## src/rtl/lc3_mem_access.sv

```systemverilog
`default_nettype none
// ============================================================================
// Module   : lc3_mem_access
// Brief    : LC3 memory-access stage. Accepts one load/store request from
//            Execute, runs direct or indirect (pointer-then-data) accesses on
//            the data-memory port with a per-strobe timeout, and returns the
//            loaded word to Writeback with a one-cycle done pulse.
// Revision : 1.0 - initial release
// ============================================================================
module lc3_mem_access #(
   parameter int DATA_W  = 16,
   parameter int TIMEOUT = 255
) (
   input  logic              clock,
   input  logic              reset,
   input  logic              mem_valid,
   output logic              mem_ready,
   input  logic [1:0]        mem_type,
   input  logic [DATA_W-1:0] M_addr,
   input  logic [DATA_W-1:0] M_data,
   output logic [DATA_W-1:0] Data_addr,
   output logic [DATA_W-1:0] Data_din,
   output logic              Data_rd,
   output logic              Data_req,
   input  logic [DATA_W-1:0] Data_dout,
   input  logic              complete_data,
   output logic [DATA_W-1:0] memout,
   output logic              mem_done,
   output logic              mem_err
);

   localparam logic [2:0] S_IDLE   = 3'd0;
   localparam logic [2:0] S_PTR    = 3'd1;
   localparam logic [2:0] S_GAP    = 3'd2;
   localparam logic [2:0] S_ACCESS = 3'd3;
   localparam logic [2:0] S_DONE   = 3'd4;

   localparam int              CNT_W   = (TIMEOUT < 2) ? 1 : $clog2(TIMEOUT + 1);
   // Abort happens on the edge where the stall count would reach TIMEOUT.
   localparam logic [CNT_W-1:0] CNT_LIM = CNT_W'(TIMEOUT - 1);

   logic [2:0]        state_q, state_d;
   logic              write_q, write_d;
   logic [DATA_W-1:0] addr_q, addr_d;
   logic [DATA_W-1:0] din_q, din_d;
   logic              req_q, req_d;
   logic              rd_q, rd_d;
   logic [CNT_W-1:0]  cnt_q, cnt_d;
   logic [DATA_W-1:0] memout_q, memout_d;
   logic              done_q, done_d;
   logic              err_q, err_d;
   logic              ready_q, ready_d;

   logic accept;
   logic timeout_hit;

   // req_q is high exactly in PTR and ACCESS, so it also qualifies completion.
   assign accept      = (state_q == S_IDLE) && mem_valid;
   assign timeout_hit = req_q && !complete_data && (cnt_q == CNT_LIM);

   // State and output registers; reset aborts any access immediately.
   always_ff @(posedge clock or posedge reset) begin
      if (reset) begin
         state_q  <= S_IDLE;
         write_q  <= 1'b0;
         addr_q   <= '0;
         din_q    <= '0;
         req_q    <= 1'b0;
         rd_q     <= 1'b1;
         cnt_q    <= '0;
         memout_q <= '0;
         done_q   <= 1'b0;
         err_q    <= 1'b0;
         ready_q  <= 1'b1;
      end else begin
         state_q  <= state_d;
         write_q  <= write_d;
         addr_q   <= addr_d;
         din_q    <= din_d;
         req_q    <= req_d;
         rd_q     <= rd_d;
         cnt_q    <= cnt_d;
         memout_q <= memout_d;
         done_q   <= done_d;
         err_q    <= err_d;
         ready_q  <= ready_d;
      end
   end

   // Next-state sequencing: pointer phase, one-cycle strobe gap, data phase.
   always_comb begin
      state_d = state_q;
      case (state_q)
         S_IDLE:   if (mem_valid) state_d = mem_type[0] ? S_PTR : S_ACCESS;
         S_PTR: begin
            if (complete_data)    state_d = S_GAP;
            else if (timeout_hit) state_d = S_DONE;
         end
         S_GAP:    state_d = S_ACCESS;
         S_ACCESS: if (complete_data || timeout_hit) state_d = S_DONE;
         S_DONE:   state_d = S_IDLE;
         default:  state_d = S_IDLE;
      endcase
   end

   // Next values of the registered outputs and datapath.
   always_comb begin
      write_d = accept ? mem_type[1] : write_q;
      din_d   = accept ? M_data : din_q;

      addr_d = addr_q;
      if (accept)
         addr_d = M_addr;
      else if ((state_q == S_PTR) && complete_data)
         addr_d = Data_dout;  // pointer becomes the data-phase address

      req_d   = (state_d == S_PTR) || (state_d == S_ACCESS);
      rd_d    = !((state_d == S_ACCESS) && write_d);
      done_d  = (state_d == S_DONE);
      ready_d = (state_d == S_IDLE);

      // Counts stalled strobe cycles; drops to zero whenever no strobe is
      // stalling, so each phase starts from zero.
      cnt_d = '0;
      if (req_q && !complete_data && !timeout_hit)
         cnt_d = cnt_q + CNT_W'(1);

      memout_d = memout_q;
      if ((state_q == S_ACCESS) && complete_data && !write_q)
         memout_d = Data_dout;
      else if (timeout_hit)
         memout_d = '0;

      err_d = err_q;
      if (accept)
         err_d = 1'b0;
      else if (timeout_hit)
         err_d = 1'b1;
   end

   assign mem_ready = ready_q;
   assign Data_addr = addr_q;
   assign Data_din  = din_q;
   assign Data_rd   = rd_q;
   assign Data_req  = req_q;
   assign memout    = memout_q;
   assign mem_done  = done_q;
   assign mem_err   = err_q;

endmodule
`default_nettype wire

```

## config.mk

```make
export PLATFORM = sky130hd
export DESIGN_NAME = lc3_mem_access
export DESIGN_NICKNAME = d
export VERILOG_FILES = /design/src/rtl/lc3_mem_access.sv
export SDC_FILE = /design/constraint.sdc
export NUM_CORES = 1
export LEC_CHECK = 0
export CAP_MARGIN = 10
export CORE_ASPECT_RATIO = 1.75
export CORE_MARGIN = 1.5
export CORE_UTILIZATION = 36
export DETAILED_ROUTE_END_ITERATION = 8
export GPL_TIMING_DRIVEN = 0
export PLACE_DENSITY_LB_ADDON = 0.08
export SLEW_MARGIN = 20
export SYNTH_ARGS = -nofsm -noshare
export SYNTH_HDL_FRONTEND = slang
export SYNTH_SLANG_ARGS = --single-unit
```

## constraint.sdc

```tcl
create_clock -name clock -period 2.1 [get_ports clock]
set_input_delay 0.315 -clock clock [delete_from_list [all_inputs] [get_ports clock]]
set_output_delay 0.315 -clock clock [all_outputs]
set_load 0.03 [all_outputs]
```

Yosys cells after proc, flatten, opt, wreduce, memory -nomap -nowiden
Index checks and enable logic that the tools add are counted.
{"block": "totals", "regBits": 65, "in_bits": 54, "out_inout_bits": 53, "wordCells": 52}
{"block": "classes", "addsub": 1, "n_eq_ne": 7, "mux": 14, "n_reduce_logical": 19}
{"operator": "$mux W16", "count": 4}
{"operator": "$mux W3", "count": 4}
{"operator": "$pmux W3 S4", "count": 1}
{"operator": "$eq A3 B2 Y1 const B", "count": 3}
{"operator": "$add A8 B1 Y8 const B", "count": 1}
{"operator": "$eq A8 B8 Y1 const B", "count": 1}
{"operator": "$logic_and A1 B1 Y1", "count": 8}
{"operator": "$mux W8", "count": 1}
{"operator": "$eq A3 B1 Y1 const B", "count": 2}
{"operator": "$logic_not A3 Y1", "count": 2}
{"operator": "$reduce_bool A2 Y1", "count": 3}
{"operator": "$logic_not A1 Y1", "count": 4}
{"operator": "$eq A3 B3 Y1 const B", "count": 1}
{"operator": "$mux W1", "count": 3}
{"operator": "$logic_or A1 B1 Y1", "count": 2}
{"operator": "$mux W2", "count": 1}

Depth between registers and ports, before layout
{"block": "depth", "ltp_word": 9, "ltp_mapped": 7}

Least setup slack after synthesis
No wires, ideal clock.
{"block": "synth_path", "path_type": "register to register", "from": "register state_q[1]", "to": "register din_q[10] (netlist: Data_din[10])", "setup_time_ns": 0.125, "arrival_time_ns": 1.505, "slack_ns": 0.470, "stages_incl_launch_ff": 5, "period_less_slack_ns": 1.630, "cell_sequence": "dfrtp_1 -> buf_2 -> nor4b_4 -> buf_4 -> mux2_2"}
{"block": "synth_between", "elab_chain_cells": 2}
{"item": "from (decl)", "line_no": "42", "text": "logic [2:0] state_q, state_d;"}
{"item": "from (signal assigned)", "line_no": "76", "text": "state_q <= state_d;"}
{"item": "$logic_not A3 Y1", "line_no": "58", "text": "assign accept = (state_q == S_IDLE) && mem_valid;"}
{"item": "$logic_and A1 B1 Y1", "line_no": "58"}
{"item": "to (signal assigned)", "line_no": "79", "text": "din_q <= din_d;"}
{"item": "to (decl)", "line_no": "45", "text": "logic [DATA_W-1:0] din_q, din_d;"}
Every way passes these cells.
A chain may end at the register's enable or synchronous reset.

Worst setup path after layout
{"block": "layout_path", "from": "input port complete_data", "to": "register addr_q[11] (netlist: Data_addr[11])"}
{"block": "layout_between", "elab_chain_cells": 2}
{"item": "from (decl)", "line_no": "26", "text": "input logic complete_data,"}
{"item": "$logic_and A1 B1 Y1", "line_no": "114", "text": "else if ((state_q == S_PTR) && complete_data)"}
{"item": "$reduce_bool A2 Y1 (no line)"}
{"item": "to (signal assigned)", "line_no": "78", "text": "addr_q <= addr_d;"}
{"item": "to (decl)", "line_no": "44", "text": "logic [DATA_W-1:0] addr_q, addr_d;"}
Every way passes these cells.

==> run metrics <==
Critical Path RT 2.27 ns; Crit. End Element register; M2 GR Usage 29.5%; Final Util 57.3%; busiest layer in global routing met2; slew margin rel. 60.5%; startpoint types input port; Peak VDD IR 0.684 mV; port buffer count 106; Area growth, synth to finish 54.2%; Routed WL per cell 15.9 um; met1 Track Usage GR 22.4%; most common cell after layout, fill and taps aside clkdlybuf4s50_1; largest family of logic cells by synthesized area multiplexers; Worst path top cell family by delay buffers and inverters; RR Startpoint state_q[2]$_DFF_PP0_; largest net degree at the start of global routing 47; drt drc 0; Slew @ Worst Pin 0.592 ns; CP max FO 10; critical path class input port to register; vias in the first global route 2098; Synth Area in Simple Gates 10.0%; met3 global-route usage 6.14%; Post-layout nets 386; Reg2Reg Depth 5; slowest cell delay on critical path 0.58 ns; # IOs 107; r2r setup slk 0.23 ns; mux contribution to synthesized area 13.4%; status completed; antenna fix cells 0; initial antenna violation count 0; post-route cell area 0.00415 sq mm; Fmax achieved 527 MHz; Root Driver clkbuf_16; clock skew 0.00309 ns; cell row count 41; 1st-pass router iterations 4; Vias 2096; final setup fails 0; Placement Cell Area 0.00389 sq mm; adder-cell share of the synthesized area 0.931%; Synth area leader dfrtp_1; worst hold slack 0.294 ns; proportion of layout cells with a drive suffix above 1 13.7%; CP arrival 2.07 ns; Post-synth EDFFs 0; CTS Buffer Depth 2; register area share after synthesis 60.6%; leakage power 1.74 nW; unrepaired setup endpoints after global routing false; asr flop ratio synth 100%; first-pass GRT wire length 10800 um; Clk Latency, worst-skew pair 0.32 ns; Core Region 0.00723 sq mm; drt total wl 6700 um; minimum clock period 1.90 ns; Syn Nets 268; clk slew on worst S/H paths 0.05 ns; die height 117 um; slowest cell on the critical path clkdlybuf4s50_1; Synth Warn # 0; cts repair resizes 0; Iteration-0 DRC Markers 92; clock sinks 65; Die X 68.3 um; placed cells 405; Pwr Density 1590 mW/mm^2; FF-to-FF End memout[9]$_DFFE_PP0P_; max_cap viols 0; Avg Inst Size Synth 12.7 sq um; Die ar. 0.00802 sq mm; compound-cell area share of the yosys netlist 10.2%; top cell type's share of synthesized area 58.6%; XOR/XNOR share of the synthesized area 1.95%; Final Hold Fails 0; cts bufs inserted 9; Non-Filler Instances 421; top cells by area, synth dfrtp_1 (59%), mux2_2 (7.1%), mux2i_1 (6.3%); Synth Flop Type dfrtp_1; antenna-violating nets left 0; fin crit share 90.3%; vias per cell 4.98; most frequent cells in the layout clkdlybuf4s50_1 (106), dfrtp_1 (63), nor2_1 (27), a21oi_1 (21); Congestion Overflow GR 0; Final Max Slew Viols 0; post-DP HPWL 4780 um; Starting Density 37.2%; Synth Instances 212; Post-CTS Setup Bufs 0; Worst Hold Class input port to asynchronous set/reset pin; post-synth cell types 31; CTS tree built; post-synthesis register bit count 65; GPL Wtd Cong 0.724; cts hold-fix bufs 0; H-tree Lvls 3; critical-path cell list clkdlybuf4s50_1 -> mux2i_1 -> nor3_1 -> clkbuf_1 -> a21oi_1; Mapped Area 0.00269 sq mm; GRT Total Usage 18.4%; CP bufs+invs 2
power by group:
| part | total (mW) | internal (mW) | switching (mW) |
|---|---|---|---|
| clock | 1.30 | 0.795 | 0.502 |
| combinational | 3.20 | 1.42 | 1.78 |
| sequential | 2.08 | 1.79 | 0.286 |
synthesized netlist by cell type, drive strengths merged (2+ instances only):
cell and count:
dfrtp 63, nor2 28, a21oi 21, mux2 17
mux2i 17, a22o 16, buf 9, nand3 6
xor2 5, nor3 4, inv 3, nand4 3
dfstp 2, ha 2, nand2 2, nand2b 2
o21bai 2
worst max-delay path by stage:
stage                        startpoint                   endpoint  slack, ns  depth (start not counted)
after CTS                 complete_data  Data_addr[11]$_DFFE_PP0P_       0.18                          5
after floorplan                   reset   Data_addr[0]$_DFFE_PP0P_       0.16                          1
after detailed placement  complete_data   Data_addr[5]$_DFFE_PP0P_      -0.14                          5
final                     complete_data  Data_addr[11]$_DFFE_PP0P_       0.20                          5
after global placement            reset   Data_addr[8]$_DFFE_PP0P_      -1.03                          2
after global routing      complete_data   Data_addr[7]$_DFFE_PP0P_       0.07                          5
flip-flops by register name, indices dropped and copies added, names as in the netlist:
name	cells
cnt_q	8
Data_rd	1
mem_done	1
write_q	1
state_q	3
Data_req	1
mem_ready	1
Data_addr	16
memout	16
mem_err	1
Data_din	16
cell families (layout without fill, tap and decap cells):
group | after synthesis | after routing
flops | 65 | 65
fa+ha+maj | 2 | 2
compound gates | 41 | 41
mux | 34 | 34
buf+inv | 13 | 136
xor+xnor | 6 | 6
simple gates | 51 | 51
metal layers:
metal  share of wire (%)  vias to the layer above  routed length (um)
met3                 6.7                        8                 448
met5                   0                        -                   0
met2                  53                       69                3530
met1                  39                     1032                2620
li1                    -                      987                   -
met4                 1.3                        0                  90
metrics by stage:
step	setup WS [ns]	TNS (ns)	total power, mW
4_1_cts	0.183	0	6.66
2_1_floorplan	0.162	0	3.97
3_3_place_gp	-1.03	-67.02	5.30
6_report	0.204	0	6.57
3_5_place_dp	-0.141	-1.98	5.32
5_1_grt	0.0672	0	6.94
cell type report:
class | count | area [sq um]
fillers | 626 | 3090
flip-flops and latches | 65 | 1630
repair buffers | 107 | 1090
clock buffers | 13 | 240
inverters | 3 | 13.8
plain buffers | 10 | 66.3
multi-input cells | 134 | 982
clock inverters | 3 | 17.5
well taps | 86 | 108
No activity file was read; power rests on OpenSTA's default activity.
